### src/rtl/bin2bcd_seq.sv
// Sequential binary-to-BCD converter (double dabble, one bit per clock) feeding 7-segment decoders.
// Optional leading-zero blanking is enabled by defining BIN2BCD_BLANK_EN.
module bin2bcd_seq #(
    parameter int WIDTH  = 8,
    parameter int DIGITS = 3
) (
    input  logic                  clk,
    input  logic                  rst,
    input  logic                  start,
    input  logic [WIDTH-1:0]      bin,
    output logic                  busy,
    output logic                  done,
    output logic [4*DIGITS-1:0]   bcd,
    output logic                  overflow
);

    localparam int BW = 4 * DIGITS;
    localparam int CW = $clog2(WIDTH + 1);
    localparam logic [BW-1:0] NINES = {DIGITS{4'h9}};

    typedef enum logic [0:0] {
        IDLE  = 1'b0,
        SHIFT = 1'b1
    } state_t;

    function automatic logic [BW-1:0] add3_digits(input logic [BW-1:0] v);
        logic [BW-1:0] r;
        r = v;
        for (int k = 0; k < DIGITS; k++) begin
            if (v[4*k +: 4] >= 4'd5) begin
                r[4*k +: 4] = v[4*k +: 4] + 4'd3;
            end else begin
                r[4*k +: 4] = v[4*k +: 4];
            end
        end
        return r;
    endfunction

`ifdef BIN2BCD_BLANK_EN
    // Digits above the most significant non-zero digit become 4'hF; digit 0 always shows.
    function automatic logic [BW-1:0] blank_digits(input logic [BW-1:0] v);
        logic [BW-1:0] r;
        logic          seen;
        r    = v;
        seen = 1'b0;
        for (int k = DIGITS - 1; k > 0; k--) begin
            if (v[4*k +: 4] != 4'd0) begin
                seen = 1'b1;
            end else begin
                seen = seen;
            end
            if (!seen) begin
                r[4*k +: 4] = 4'hF;
            end else begin
                r[4*k +: 4] = v[4*k +: 4];
            end
        end
        return r;
    endfunction

    localparam logic [BW-1:0] BCD_RST = blank_digits({BW{1'b0}});
`else
    localparam logic [BW-1:0] BCD_RST = {BW{1'b0}};
`endif

    state_t            state_r;
    state_t            next_state_s;
    logic [WIDTH-1:0]  shift_r;
    logic [BW-1:0]     scratch_r;
    logic [CW-1:0]     cnt_r;
    logic              sticky_r;
    logic              busy_r;
    logic              done_r;
    logic [BW-1:0]     bcd_r;
    logic              overflow_r;

    logic              load_s;
    logic              step_s;
    logic              last_s;
    logic [BW-1:0]     adj_s;
    logic              bit_out_s;
    logic [BW-1:0]     next_scratch_s;
    logic              ovf_s;
    logic [BW-1:0]     result_s;

    // State register.
    always_ff @(posedge clk) begin
        if (rst) begin
            state_r <= IDLE;
        end else begin
            state_r <= next_state_s;
        end
    end

    // Next-state and datapath control strobes.
    always_comb begin
        next_state_s = state_r;
        load_s       = 1'b0;
        step_s       = 1'b0;
        last_s       = 1'b0;
        case (state_r)
            IDLE: begin
                if (start) begin
                    load_s       = 1'b1;
                    next_state_s = SHIFT;
                end else begin
                    next_state_s = IDLE;
                end
            end
            SHIFT: begin
                step_s = 1'b1;
                if (cnt_r == CW'(1)) begin
                    last_s       = 1'b1;
                    next_state_s = IDLE;
                end else begin
                    next_state_s = SHIFT;
                end
            end
            default: begin
                next_state_s = IDLE;
            end
        endcase
    end

    // One add-3/shift step; the bit leaving the top digit marks a result beyond DIGITS digits.
    always_comb begin
        adj_s          = add3_digits(scratch_r);
        bit_out_s      = adj_s[BW-1];
        next_scratch_s = {adj_s[BW-2:0], shift_r[WIDTH-1]};
        ovf_s          = sticky_r | bit_out_s;
        if (ovf_s) begin
            result_s = NINES;
        end else begin
`ifdef BIN2BCD_BLANK_EN
            result_s = blank_digits(next_scratch_s);
`else
            result_s = next_scratch_s;
`endif
        end
    end

    // Scratch datapath and held outputs; bcd/overflow only move on completion or reset.
    always_ff @(posedge clk) begin
        if (rst) begin
            shift_r    <= {WIDTH{1'b0}};
            scratch_r  <= {BW{1'b0}};
            cnt_r      <= {CW{1'b0}};
            sticky_r   <= 1'b0;
            busy_r     <= 1'b0;
            done_r     <= 1'b0;
            bcd_r      <= BCD_RST;
            overflow_r <= 1'b0;
        end else begin
            done_r <= 1'b0;
            if (load_s) begin
                shift_r   <= bin;
                scratch_r <= {BW{1'b0}};
                sticky_r  <= 1'b0;
                cnt_r     <= CW'(WIDTH);
                busy_r    <= 1'b1;
            end else if (step_s) begin
                shift_r   <= shift_r << 1;
                scratch_r <= next_scratch_s;
                sticky_r  <= ovf_s;
                cnt_r     <= cnt_r - CW'(1);
                if (last_s) begin
                    busy_r     <= 1'b0;
                    done_r     <= 1'b1;
                    bcd_r      <= result_s;
                    overflow_r <= ovf_s;
                end
            end
        end
    end

    assign busy     = busy_r;
    assign done     = done_r;
    assign bcd      = bcd_r;
    assign overflow = overflow_r;

endmodule

### config.mk
export PLATFORM = sky130hd
export DESIGN_NAME = bin2bcd_seq
export DESIGN_NICKNAME = d
export VERILOG_FILES = /design/src/rtl/bin2bcd_seq.sv
export SDC_FILE = /design/constraint.sdc
export NUM_CORES = 1
export LEC_CHECK = 0
export ABC_AREA = 1
export ABC_CLOCK_PERIOD_IN_PS = 2800
export BUFFER_PORTS_ARGS = -buffer_cell sky130_fd_sc_hd__buf_2
export CAP_MARGIN = 0
export CORE_MARGIN = 2
export CORE_UTILIZATION = 45
export DETAILED_ROUTE_END_ITERATION = 6
export GPL_ROUTABILITY_DRIVEN = 0
export HOLD_SLACK_MARGIN = 0.12
export PLACE_DENSITY = 0.69
export SYNTH_ARGS = -nofsm -noshare
export SYNTH_HDL_FRONTEND = slang
export SYNTH_SLANG_ARGS = --single-unit
### constraint.sdc
create_clock -name clk -period 2.8 [get_ports clk]
set_input_delay 0.14 -clock clk [delete_from_list [all_inputs] [get_ports clk]]
set_output_delay 0.14 -clock clk [all_outputs]
set_load 0.01 [all_outputs]
After elaboration in Yosys (flattened, before gate mapping)
Cells that the tools add are included.

Memories: 0. Flip-flop bits (word level): 41. Output and inout bits: 15. ROM bits: 0. Bits in writable memories: 0. Input bits: 11. Bits in latches: 0.

Bitwise operators: 4. Magnitude comparators: 3. $mul: 0. Shift-type cells: 0. Reduce and logical (&&, ||, !) cells: 6. Divide/modulo/power cells: 0. Equality and inequality tests: 1. Add/subtract/negate cells: 4. Multiplexer cells: 19.

Operators by type and width (count): 4-bit two-way mux (5); 8-bit two-way mux (2); 4-bit by 2-bit adder with 4-bit output (second input constant) (3); 4-bit by 3-bit greater-or-equal comparator with 1-bit output (second input constant) (3); 12-bit two-way mux (1); 1-bit two-way mux (10); 4-bit by 1-bit == test with 1-bit output (second input constant) (1); 2-bit nonzero test (2); 4-bit by 1-bit subtractor with 4-bit output (second input constant) (1); 1-bit inverter (3); 3-bit AND reduction (1); 3-bit OR reduction (1); 1-bit case mux with 2 select lines (1); 2-bit AND reduction (1); 2-bit OR reduction (1); 1-bit bitwise OR (1).

Depth between registers and ports, before layout
Gate-level depths: netlist (run 1).

Depth in word-level cells: 6. Gate-level depth with buffers: 10.

Worst setup path before layout (run 1)
No wires, ideal clock.

Path kind: reg2reg. Start: reg scratch_r[9]. End: reg bcd_r[11] (netlist: bcd[11]). Slack: 1.532 ns. Setup time: 0.128 ns. Arrival time: 1.139 ns. Stages on the path, launching flop included: 9. Clock period less this slack: 1.268 ns. Cells stage by stage: dfxtp_1 -> inv_1 -> ha_1 -> inv_1 -> nand2_1 -> nand2_1 -> nor2_1 -> nor2_2 -> a21oi_1.

Word-level cells in the longest chain between the ends: 4. Elaborated cells on any way between the ends: 5.

RTL lines: start: declaration (RTL line 69) `logic [BW-1:0] scratch_r;`; start signal: assignment (RTL line 146) `scratch_r <= {BW{1'b0}};`; start signal: assignment (RTL line 157) `scratch_r <= {BW{1'b0}};`; start signal: assignment (RTL line 163) `scratch_r <= next_scratch_s;`; 4-bit by 2-bit adder with 4-bit output or 4-bit by 3-bit greater-or-equal comparator with 1-bit output (tied branches) (RTL line 31, 30); 4-bit two-way mux (*) (RTL line 30) `if (v[4*k +: 4] >= 4'd5) begin`; 1-bit bitwise OR (RTL line 130) `ovf_s = sticky_r | bit_out_s;`; 12-bit two-way mux (*) (RTL line 131) `if (ovf_s) begin`; end signal: assignment (RTL line 169) `bcd_r <= result_s;`; end: declaration (RTL line 74) `logic [BW-1:0] bcd_r;`.

Every way passes the cells marked *; elsewhere a longest branch is shown, timed or not. A chain may end at the register's enable or synchronous reset.

Worst setup path in the final report (run 1)
Start: reg state_r. End: reg shift_r[0].

Word-level cells in the longest chain between the ends: 2. Elaborated cells on any way between the ends: 4.

RTL lines: start: declaration (RTL line 66) `state_t state_r;`; start signal: assignment (RTL line 91) `state_r <= next_state_s;`; 1-bit two-way mux (RTL line 101) `case (state_r)`; 8-bit two-way mux or 2-bit nonzero test (tied branches); end signal: assignment (RTL line 145) `shift_r <= {WIDTH{1'b0}};`; end signal: assignment (RTL line 156) `shift_r <= bin;`; end signal: assignment (RTL line 162) `shift_r <= shift_r << 1;`; end: declaration (RTL line 68) `logic [WIDTH-1:0] shift_r;`.

Several ways; a longest one is shown, not always the timed one.

==> results of run 1 <==
==> layer usage <==
| layer | vias to the layer above | routed length [um] |
|---|---|---|
| met2 | 36 | 1970 |
| li1 | 953 | - |
| met3 | 6 | 193 |
| met4 | 0 | 60 |
| met1 | 807 | 1950 |
| met5 | - | 0 |
==> stage by stage <==
step | instances | utilization (%) | instance area, um^2 | worst slack (ns) | hold slack (ns)
final | 368 | 51.6 | 2230 | 0.715 | 0.136
after global routing | 368 | 51.6 | 2230 | 0.599 | 0.146
after CTS | 368 | 51.6 | 2230 | 0.753 | 0.128
after detailed placement | 360 | 49.5 | 2140 | 1.11 | 0.403
after global placement | 360 | 49.5 | 2140 | 1.16 | 0.397
after floorplan | 289 | - | 2000 | 1.53 | 0.209
==> state kept, by name, indices dropped and copies added (netlist names) <==
signal     flops
state_r        1
busy           1
cnt_r          4
done           1
shift_r        8
scratch_r     12
sticky_r       1
bcd           12
overflow       1
==> report_power, final <==
part,internal [W],switching (W)
sequential,0.000609,0.0000252
clock,0.000164,0.000198
combinational,0.0000548,0.000101
total,0.000827,0.000324
==> how the worst min path moves through the flow <==
stage                       to  slack [ns]  cells after the start
floorplan           shift_r[0]        0.21                      1
global placement    shift_r[0]        0.40                      3
detailed placement  shift_r[0]        0.40                      3
CTS                 shift_r[2]        0.13                      5
global route          cnt_r[3]        0.15                      2
finish              shift_r[5]        0.14                      5
==> cells in the mapped netlist (2+ instances only) <==
cell / number / area share, %
inv_1: 46 / 8.6
nor2_4: 2 / 1.1
o21ai_0: 12 / 3.0
nor2_2: 3 / 0.94
nand3_1: 25 / 6.3
buf_2: 3 / 0.75
nand4_1: 4 / 1.3
o21ai_1: 6 / 1.5
nor2_1: 13 / 2.4
o211ai_1: 2 / 0.75
a21oi_1: 18 / 4.5
dfxtp_1: 41 / 41
buf_6: 3 / 1.7
inv_2: 4 / 0.75
nand2_1: 93 / 17
ha_1: 8 / 5.0
==> cell families after synthesis <==
logic type	Yosys count	synth area share, %
DFF	41	41.1
buffers and inverters	57	12.2
AOI/OAI and AO/OA	40	10.6
and+or+nand+nor	143	31.1
adders and majority gates	8	5.01
==> final cells by class <==
class	instances	area, um^2	share of cell area, %
sequential	41	821	36.8
inverter	50	188	8.40
clock inverter	1	5.00	0.224
tap	52	65.1	2.91
multi-input combinational	191	933	41.8
timing repair buffer	28	153	6.83
clock buffer	5	68.8	3.08
==> critical path: cells and delay by family (launching register included) <==
kind,cells,cell delay (ns)
AO/OA/AOI/OAI,1,0.06
buffers and inverters,3,0.84
flip-flops,1,0.85
AND/OR/NAND/NOR,2,0.21
==> metrics.md, run 1 <==
| Metric | Value |
|---|---|
| Antenna diode count | `0` |
| GRT busiest layer | `met2` |
| Worst-path clk slew | `approximately 0.070 ns` |
| Reg2Reg Capture Point | `shift_r[0]` |
| Yosys warnings | `0` |
| Post-route DRC | `0` |
| Crit path required time | `slightly below 3 ns` |
| Hold path startpoint | `bin[5]` |
| Hold violation count in the final report | `0` |
| Worst Setup SP | `state_r` |
| WS Path Type | `reg2reg` |
| FF-to-FF setup slack | `0.72 ns` |
| Total power | `~0.0012 W` |
| Crit-path cells | `inv_1, nand2_1, inv_1, nand2_1, a21oi_1, dlygate4sd3_1` |
| GRT Util Overall | `a little under a fifth` |
| Post-DR wirelength/cell | `11.4 um` |
| Maximum clock rate | `approximately 480 MHz` |
| VDD IR max | `0.266 mV` |
| Met2 Resource Use GR | `a little under a third` |
| Critical-path cell with the highest stage delay | `dfxtp_1` |
| Post-synth cell types | `22` |
| Worst Path Arrival | `roughly 2.3 ns` |
| Port Buffers | `25` |
| CTS Root Cell | `clkbuf_8` |
| Num CTS Buffers | `5` |
| Synthesized cell area | `2000 um^2` |
| DIE AREA | `4990 um^2` |
| Starting Density | `between 40% and 50%` |
| CP max FO | `22` |
| Fill cells | `470` |
| Critical Path End Type | `flop` |
| Post-synth net total | `308` |
| Vias | `between 1500 and 2000` |
| Die W | `roughly 71 um` |
| Drt pass-1 iters | `4` |
| RSZ-0062 raised after global routing | `no` |
| Post CTS Setup Buffer Count | `0` |
| Commonest non-fill, non-tap cell in the layout | `nand2_1` |
| Rel. slew slack | `around 46%` |
| Global-route wire length before repair | `7330 um` |
| Slew @ Worst Pin | `0.810 ns` |
| Reg2reg path depth | `6` |
| DRT Wirelength | `4180 um` |
| CP peak stage delay | `0.85 ns` |
| CORE AREA | `between 4000 and 5000 um^2` |
| Cts-stage hold buffer count | `2` |
| # setup viols final | `0` |
| Commonest non-fill, non-tap cells in the layout | `nand2_1 (93), inv_1 (46), dfxtp_1 (41), nand3_1 (25), buf_2 (25)` |
| DR vias/cell | `between 4 and 5` |
| Number of routed nets with antenna violations | `0` |
| Area Overhead vs Synth | `11.8%` |
| Die height | `roughly 70 um` |
| Largest net degree at the start of global routing | `23` |
| Reg2Reg Launch Point | `state_r` |
| Cells after synthesis | `289` |
| Clock sinks | `between 40 and 50` |
| Met3 Track Usage GR | `4.99%` |
| First DRT Iteration DRCs | `108` |
| GRT met1 Usage | `a little over a fifth` |
| Worst skew pair latency | `0.30 ns` |
| Setup TNS | `0 ns` |
| Main flop type after synthesis | `dfxtp_1` |
| Min cycle time layout | `2.08 ns` |
| Fraction of layout cells with a size suffix above 1 | `a little over an eighth` |
| Final Slew Violations | `0` |
| Register area share after synthesis | `41.1%` |
| DP HPWL | `between 2000 and 3000 um` |
| Final Skew | `0.00474 ns` |
| Outcome | `completed` |
| CTS tree | `built` |
| Fin crit share | `between 70% and 80%` |
| Synth Area per Inst | `6.91 um^2` |
| Post-cts sizing count | `0` |
| Num ports | `26` |
| Max-cap viol count | `0` |
| Initial antenna violation count | `0` |
| Number of synthesized flops with an enable pin | `0` |
| CP Launch Type | `flop` |
| CTS Buffer Depth | `2` |
| Core Rows | `24` |
| Final nets | `around 340` |
| Vias in the first global route | `1683` |
| Crit path to | `shift_r[0]` |
| Worst min path class | `in2reg` |
| # H-tree levels | `2` |
| Yosys reg bits | `between 40 and 50` |
| Lkg Pwr | `1.20 nW` |
| Power per cell area | `a little over 500 nW/um^2` |
| Total grt overflow | `0` |
| Async set-or-reset flop fraction in the synthesized netlist | `0%` |
(Power assumes the default switching activity.)
==> inputs of run 2 (changes only) <==
--- a/config.mk
+++ b/config.mk
@@ -6,7 +6,7 @@
 export NUM_CORES = 1
 export LEC_CHECK = 0
 export ABC_AREA = 1
-export ABC_CLOCK_PERIOD_IN_PS = 2800
+export ABC_CLOCK_PERIOD_IN_PS = 1700
 export BUFFER_PORTS_ARGS = -buffer_cell sky130_fd_sc_hd__buf_2
 export CAP_MARGIN = 0
 export CORE_MARGIN = 2
@@ -14,7 +14,7 @@
 export DETAILED_ROUTE_END_ITERATION = 6
 export GPL_ROUTABILITY_DRIVEN = 0
 export HOLD_SLACK_MARGIN = 0.12
-export PLACE_DENSITY = 0.69
+export PLACE_DENSITY = 0.71
 export SYNTH_ARGS = -nofsm -noshare
 export SYNTH_HDL_FRONTEND = slang
 export SYNTH_SLANG_ARGS = --single-unit
==> constraint.sdc (replaced) <==
create_clock -name clk -period 1.7 [get_ports clk]
set_input_delay 0.085 -clock clk [delete_from_list [all_inputs] [get_ports clk]]
set_output_delay 0.085 -clock clk [all_outputs]
set_load 0.01 [all_outputs]
==> run 2 against run 1 <==
Net effect:
- register-to-register slack got worse by 0.53 ns
- non-clock buffer count grew 11
- via count up 0.33%
- sequential power rose by 64%
- combinational power is 89% higher
- critical endpoint is now bcd[9]
- wire length increased by 4.7%
- sequential share of layout area is 1.9 points lower
- setup slack worse by 0.53 ns
- largest power group unchanged
==> metrics.md, run 2 (synthesized netlist as in run 1, its figures left out) <==
| Metric | Value |
|---|---|
| VDD IR max | `0.593 mV (+120%)` |
| CTS tree | `built` |
| Worst Path Arrival | `1.75 ns (-0.52 ns)` |
| CTS Root Cell | `clkbuf_8` |
| Post-route DRC | `0 (unchanged)` |
| Drt pass-1 iters | `4 (unchanged)` |
| Clock sinks | `41 (unchanged)` |
| Dpl cell area | `2180 um^2 (+2.0%)` |
| Rel. slew slack | `76.6% (+31 points)` |
| Vias | `1808 (+0.33%)` |
| Hold Crit Depth | `6 (+1)` |
| GRT Util Overall | `19.5% (+1.3 points)` |
| Core Rows | `24 (unchanged)` |
| CP max FO | `8 (-64%)` |
| Area Overhead vs Synth | `18.0%` |
| Max-cap viol count | `0 (unchanged)` |
| Final Cell Area | `2360 um^2 (+5.6%)` |
| Worst Setup SP | `scratch_r[9]` |
| First DRT Iteration DRCs | `103 (-4.6%)` |
| Fraction of layout cells with a size suffix above 1 | `14.3% (+0.72 points)` |
| Maximum clock rate | `661 MHz (+38%)` |
| CTS Buffer Depth | `2 (unchanged)` |
| DR vias/cell | `4.76 (-2.8%)` |
| FF-to-FF setup slack | `0.19 ns (-0.53 ns)` |
| Hold Crit Endpoint | `shift_r[6]` |
| Hold path startpoint | `start` |
| Port Buffers | `25 (unchanged)` |
| # setup viols final | `0 (unchanged)` |
| Final Slew Violations | `0 (unchanged)` |
| Min cycle time layout | `1.51 ns (-0.571 ns)` |
| CORE AREA | `4320 um^2 (unchanged)` |
| Worst skew pair latency | `0.29 ns (about the same)` |
| Hold violation count in the final report | `0 (unchanged)` |
| Die W | `70.6 um (unchanged)` |
| Final nets | `347 (+3.3%)` |
| Die height | `70.6 um (unchanged)` |
| Dpl cells | `364 (+1.1%)` |
| Reg2Reg Capture Point | `bcd[9]` |
| Num CTS Buffers | `5 (unchanged)` |
| Lkg Pwr | `1.26 nW (+4.5%)` |
| Final Skew | `0.00743 ns (+0.00268 ns)` |
| Antenna diode count | `0 (unchanged)` |
| Number of routed nets with antenna violations | `0 (unchanged)` |
| Crit path required time | `1.94 ns (-1.04 ns)` |
| Worst hold slack | `0.253 ns (+0.117 ns)` |
| Power per cell area | `835 nW/um^2 (+62%)` |
| DP HPWL | `3070 um (+3.7%)` |
| Commonest non-fill, non-tap cell in the layout | `nand2_1` |
| Worst-path clk slew | `0.07 ns (about the same)` |
| Post-DR wirelength/cell | `11.5 um (+1.4%)` |
| Critical Path End Type | `flop` |
| Non-Filler Instances | `380 (+3.3%)` |
| Post CTS Setup Buffer Count | `0 (unchanged)` |
| Reg2Reg Launch Point | `scratch_r[9]` |
| CP Launch Type | `flop` |
| Worst min path class | `in2reg` |
| Initial antenna violation count | `0 (unchanged)` |
| Reg2reg path depth | `9 (+3)` |
| Post-cts sizing count | `0 (unchanged)` |
| Commonest non-fill, non-tap cells in the layout | `nand2_1 (93), inv_1 (46), dfxtp_1 (41), nand3_1 (25), buf_2 (25)` |
| Fin crit share | `89.0% (+15 points)` |
| Slew @ Worst Pin | `0.350 ns (-0.459 ns)` |
| DIE AREA | `4990 um^2 (unchanged)` |
| Outcome | `completed` |
| Vias in the first global route | `1680 (-0.18%)` |
| DRT Wirelength | `4370 um (+4.7%)` |
| Num ports | `26 (unchanged)` |
| Setup TNS | `0 ns (unchanged)` |
| Largest net degree at the start of global routing | `19 (-17%)` |
| Total grt overflow | `0 (unchanged)` |
| Global-route wire length before repair | `7670 um (+4.6%)` |
| RSZ-0062 raised after global routing | `no` |
| # H-tree levels | `2 (unchanged)` |
| WS Path Type | `reg2reg` |
| Starting Density | `46.2% (unchanged)` |
[run 2: cell types whose count changed in the layout (fill, tap and decap cells not counted), sizes merged]
cell         before  now
buf              26   30
clkinv            1    0
clkbuf            5    7
dlygate4sd3       2    9
[run 2: what timing repair did]
item	4_1_cts	5_1_grt
endpoints found under the setup margin	0	0
hold buffers	9	0
hold endpoints to repair	9	0
[run 2: critical path, stage by stage, from the launching register on]
cell and delay, ns:
dfxtp_1 0.39, inv_1 0.09, ha_1 0.19, inv_1 0.05
nand2_1 0.04, nand2_1 0.12, nor2_1 0.07, nor2_2 0.31
nand3_1 0.13, nand2_1 0.07
[run 2: stage by stage]
step	power, W	worst slack [ns]	utilization [%]
2_1_floorplan	0.00126	0.432	-
3_3_place_gp	0.00133	0.276	50.5
3_5_place_dp	0.00133	0.190	50.5
4_1_cts	0.00199	0.176	54.5
5_1_grt	0.00208	0.00284	54.5
6_report	0.00197	0.186	54.5
[run 2: metal layers]
metal	up-vias	global-route usage, %	wire, um
met5	-	0	0
met1	787	24.0	1940
met4	0	9.01	104
met2	34	32.5	2140
li1	978	-	-
met3	9	4.42	188
[run 2: worst max path at each step]
| stage | to | slack [ns] |
|---|---|---|
| 3_5_place_dp | bcd[9] | 0.19 |
| 3_3_place_gp | bcd[5] | 0.28 |
| 5_1_grt | bcd[9] | 0.003 |
| 6_report | bcd[9] | 0.19 |
| 2_1_floorplan | bcd[11] | 0.43 |
| 4_1_cts | bcd[9] | 0.18 |
[run 2: final cells by class]
type	count	area (um^2)
sequential	41	821
fill	446	1970
multi-input combinational	191	933
clock buffer	7	86.3
tap	52	65.1
timing repair buffer	39	265
inverter	50	188
[run 2: power by group]
part,total (W),switching [W],internal (W)
logic,0.000293,0.000179,0.000114
clock network,0.000641,0.000319,0.000322
registers,0.00104,0.0000333,0.00100
total,0.00197,0.000531,0.00144
==> inputs of run 3 (changes only) <==
--- a/config.mk
+++ b/config.mk
@@ -10,11 +10,11 @@
 export BUFFER_PORTS_ARGS = -buffer_cell sky130_fd_sc_hd__buf_2
 export CAP_MARGIN = 0
 export CORE_MARGIN = 2
-export CORE_UTILIZATION = 45
+export CORE_UTILIZATION = 51
 export DETAILED_ROUTE_END_ITERATION = 6
 export GPL_ROUTABILITY_DRIVEN = 0
 export HOLD_SLACK_MARGIN = 0.12
-export PLACE_DENSITY = 0.71
+export PLACE_DENSITY = 0.79
 export SYNTH_ARGS = -nofsm -noshare
 export SYNTH_HDL_FRONTEND = slang
 export SYNTH_SLANG_ARGS = --single-unit
==> run 3 against run 2 <==
Net effect:
- core utilization up 9.9 points
- setup slack better by 0.0098 ns
- via count up 3.0%
- first-iteration DRC count up 34%
- sequential power about the same
- non-clock buffer count unchanged
- final cell count down 0.79%
- largest cell class unchanged
==> metrics.md, run 3 (synthesized netlist as in run 1, its figures left out) <==
| Metric | Value |
|---|---|
| Max-cap viol count | `0 (unchanged)` |
| GRT Util Overall | `21.5% (+2.0 points)` |
| Non-Filler Instances | `377 (-0.79%)` |
| Post CTS Setup Buffer Count | `0 (unchanged)` |
| Setup TNS | `0 ns (unchanged)` |
| Worst-path clk slew | `0.08 ns (about the same)` |
| First DRT Iteration DRCs | `138 (+34%)` |
| Core Rows | `22 (-8.3%)` |
| Number of routed nets with antenna violations | `0 (unchanged)` |
| Gate power share | `12.7% (-2.2 points)` |
| Crit path required time | `1.90 ns (-0.04 ns)` |
| Lkg Pwr | `1.28 nW (+1.8%)` |
| Initial antenna violation count | `0 (unchanged)` |
| Post-DR wirelength/cell | `11.2 um (-2.9%)` |
| CP Launch Type | `flop` |
| DP HPWL | `2900 um (-5.6%)` |
| Final Slew Violations | `0 (unchanged)` |
| Largest net degree at the start of global routing | `14 (-5)` |
| Post-route DRC | `0 (unchanged)` |
| Final Skew | `0.00917 ns (+0.00174 ns)` |
| # setup viols final | `0 (unchanged)` |
| Worst skew pair latency | `0.31 ns (+0.02 ns)` |
| Fraction of layout cells with a size suffix above 1 | `14.9% (+0.56 points)` |
| RSZ-0062 raised after global routing | `no` |
| Antenna diode count | `0 (unchanged)` |
| Slew @ Worst Pin | `0.326 ns (-0.0243 ns)` |
| Fin crit share | `88.5% (-0.57 points)` |
| Hold Crit Endpoint | `shift_r[6]` |
| Pint | `0.00170 W (+18%)` |
| DRT Wirelength | `4210 um (-3.7%)` |
| Vias | `1863 (+3.0%)` |
| Dpl cells | `360 (-1.1%)` |
| CP max FO | `8 (unchanged)` |
| Flop pwr share | `45.8% (-6.8 points)` |
| Final nets | `347 (unchanged)` |
| Die height | `66.6 um (-5.7%)` |
| Min cycle time layout | `1.50 ns (-0.00975 ns)` |
| VDD IR max | `0.885 mV (+49%)` |
| Hold path startpoint | `start` |
| DR vias/cell | `4.94 (+3.9%)` |
| DIE AREA | `4430 um^2 (-11%)` |
| Power per cell area | `944 nW/um^2 (+13%)` |
| Num CTS Buffers | `5 (unchanged)` |
| Vias in the first global route | `1696 (+0.95%)` |
| WS Path Type | `reg2reg` |
| Clock sinks | `41 (unchanged)` |
| Switching share of power | `24.9% (-2.0 points)` |
| Critical Path End Type | `flop` |
| Reg2Reg Capture Point | `bcd[9]` |
| Reg2Reg Launch Point | `scratch_r[8]` |
| Reg2reg path depth | `8 (-1)` |
| Rel. slew slack | `78.2% (+1.6 points)` |
| FF-to-FF setup slack | `0.20 ns (about the same)` |
| Maximum clock rate | `665 MHz (+0.65%)` |
| Clk network pwr share | `41.5% (+9.0 points)` |
| CORE AREA | `3720 um^2 (-14%)` |
| # H-tree levels | `2 (unchanged)` |
| Switching power | `0.000563 W (+6.0%)` |
| CTS Root Cell | `clkbuf_8` |
| Hold violation count in the final report | `0 (unchanged)` |
| Outcome | `completed` |
| Port Buffers | `25 (unchanged)` |
| CTS tree | `built` |
| Commonest non-fill, non-tap cells in the layout | `nand2_1 (93), inv_1 (46), dfxtp_1 (41), nand3_1 (25), buf_2 (25)` |
| Die W | `66.6 um (-5.7%)` |
| Worst Path Arrival | `1.70 ns (-0.05 ns)` |
| Total grt overflow | `0 (unchanged)` |
| Commonest non-fill, non-tap cell in the layout | `nand2_1` |
| Hold Crit Depth | `6 (unchanged)` |
| Global-route wire length before repair | `7240 um (-5.6%)` |
| CTS Buffer Depth | `2 (unchanged)` |
| Drt pass-1 iters | `4 (unchanged)` |
| Area Overhead vs Synth | `19.8%` |
| Num ports | `26 (unchanged)` |
| Worst min path class | `in2reg` |
| Starting Density | `53.8% (+7.6 points)` |
[run 3: cell types whose count changed in the layout (fill, tap and decap cells not counted), sizes merged]
cell | before | now
clkinv | 0 | 1
bufinv | 0 | 2
clkbuf | 7 | 5
[run 3: worst max-delay path by stage]
| stage | start | endpoint | slack [ns] | depth (start not counted) |
|---|---|---|---|---|
| final | scratch_r[8] | bcd[9] | 0.20 | 8 |
| after global placement | scratch_r[9] | bcd[5] | 0.27 | 9 |
| after detailed placement | scratch_r[9] | bcd[9] | 0.19 | 9 |
| after global routing | scratch_r[9] | bcd[4] | 0.07 | 10 |
| after CTS | scratch_r[9] | bcd[9] | 0.14 | 9 |
| after floorplan | scratch_r[9] | bcd[11] | 0.43 | 8 |
[run 3: per-stage QoR]
stage	power (W)	hold slack, ns	setup WS [ns]	instance area, um^2	util, %
floorplan	0.00126	0.154	0.432	2000	-
global placement	0.00132	0.344	0.270	2160	58.2
detailed placement	0.00133	0.346	0.192	2160	58.2
CTS	0.00227	0.222	0.141	2390	64.3
global route	0.00237	0.250	0.0656	2390	64.4
finish	0.00226	0.222	0.196	2390	64.4
[run 3: layout make-up]
cell class,count,area [um^2]
fillers,337,1320
inverters,50,188
clock inverters,3,65.1
repair buffers,39,253
well taps,48,60.1
flip-flops and latches,41,821
multi-input cells,191,938
clock buffers,5,68.8
[run 3: per-layer routing]
metal	wire length [um]	global-route usage (%)	part of all wire (%)	up-vias
met5	0	0	0	-
met4	102	11.0	2.4	0
met3	209	4.56	5.0	11
met2	2030	36.9	48	48
met1	1870	25.0	44	821
li1	-	-	-	983
[run 3: power by group through the flow]
stage / logic (W) / clock network (W) / registers, W
floorplan: 0.000205 / 0 / 0.00105
global placement: 0.000263 / 0 / 0.00106
detailed placement: 0.000267 / 0 / 0.00106
CTS: 0.000285 / 0.000950 / 0.00104
global route: 0.000328 / 0.000997 / 0.00104
finish: 0.000286 / 0.000937 / 0.00104
[run 3: what timing repair did]
action | in CTS | in global routing
endpoints found under the setup margin | 0 | 1
resized for setup | 0 | 1
hold endpoints to repair | 9 | 0
hold buffers | 9 | 0
[run 3: critical path, stage by stage (launching register included)]
cell and delay, ns:
dfxtp_1 0.43, inv_1 0.11, ha_1 0.23, nand2_1 0.07
nand2_1 0.11, nor2_1 0.21, nor2_4 0.10, nand3_1 0.08
nand2_1 0.06
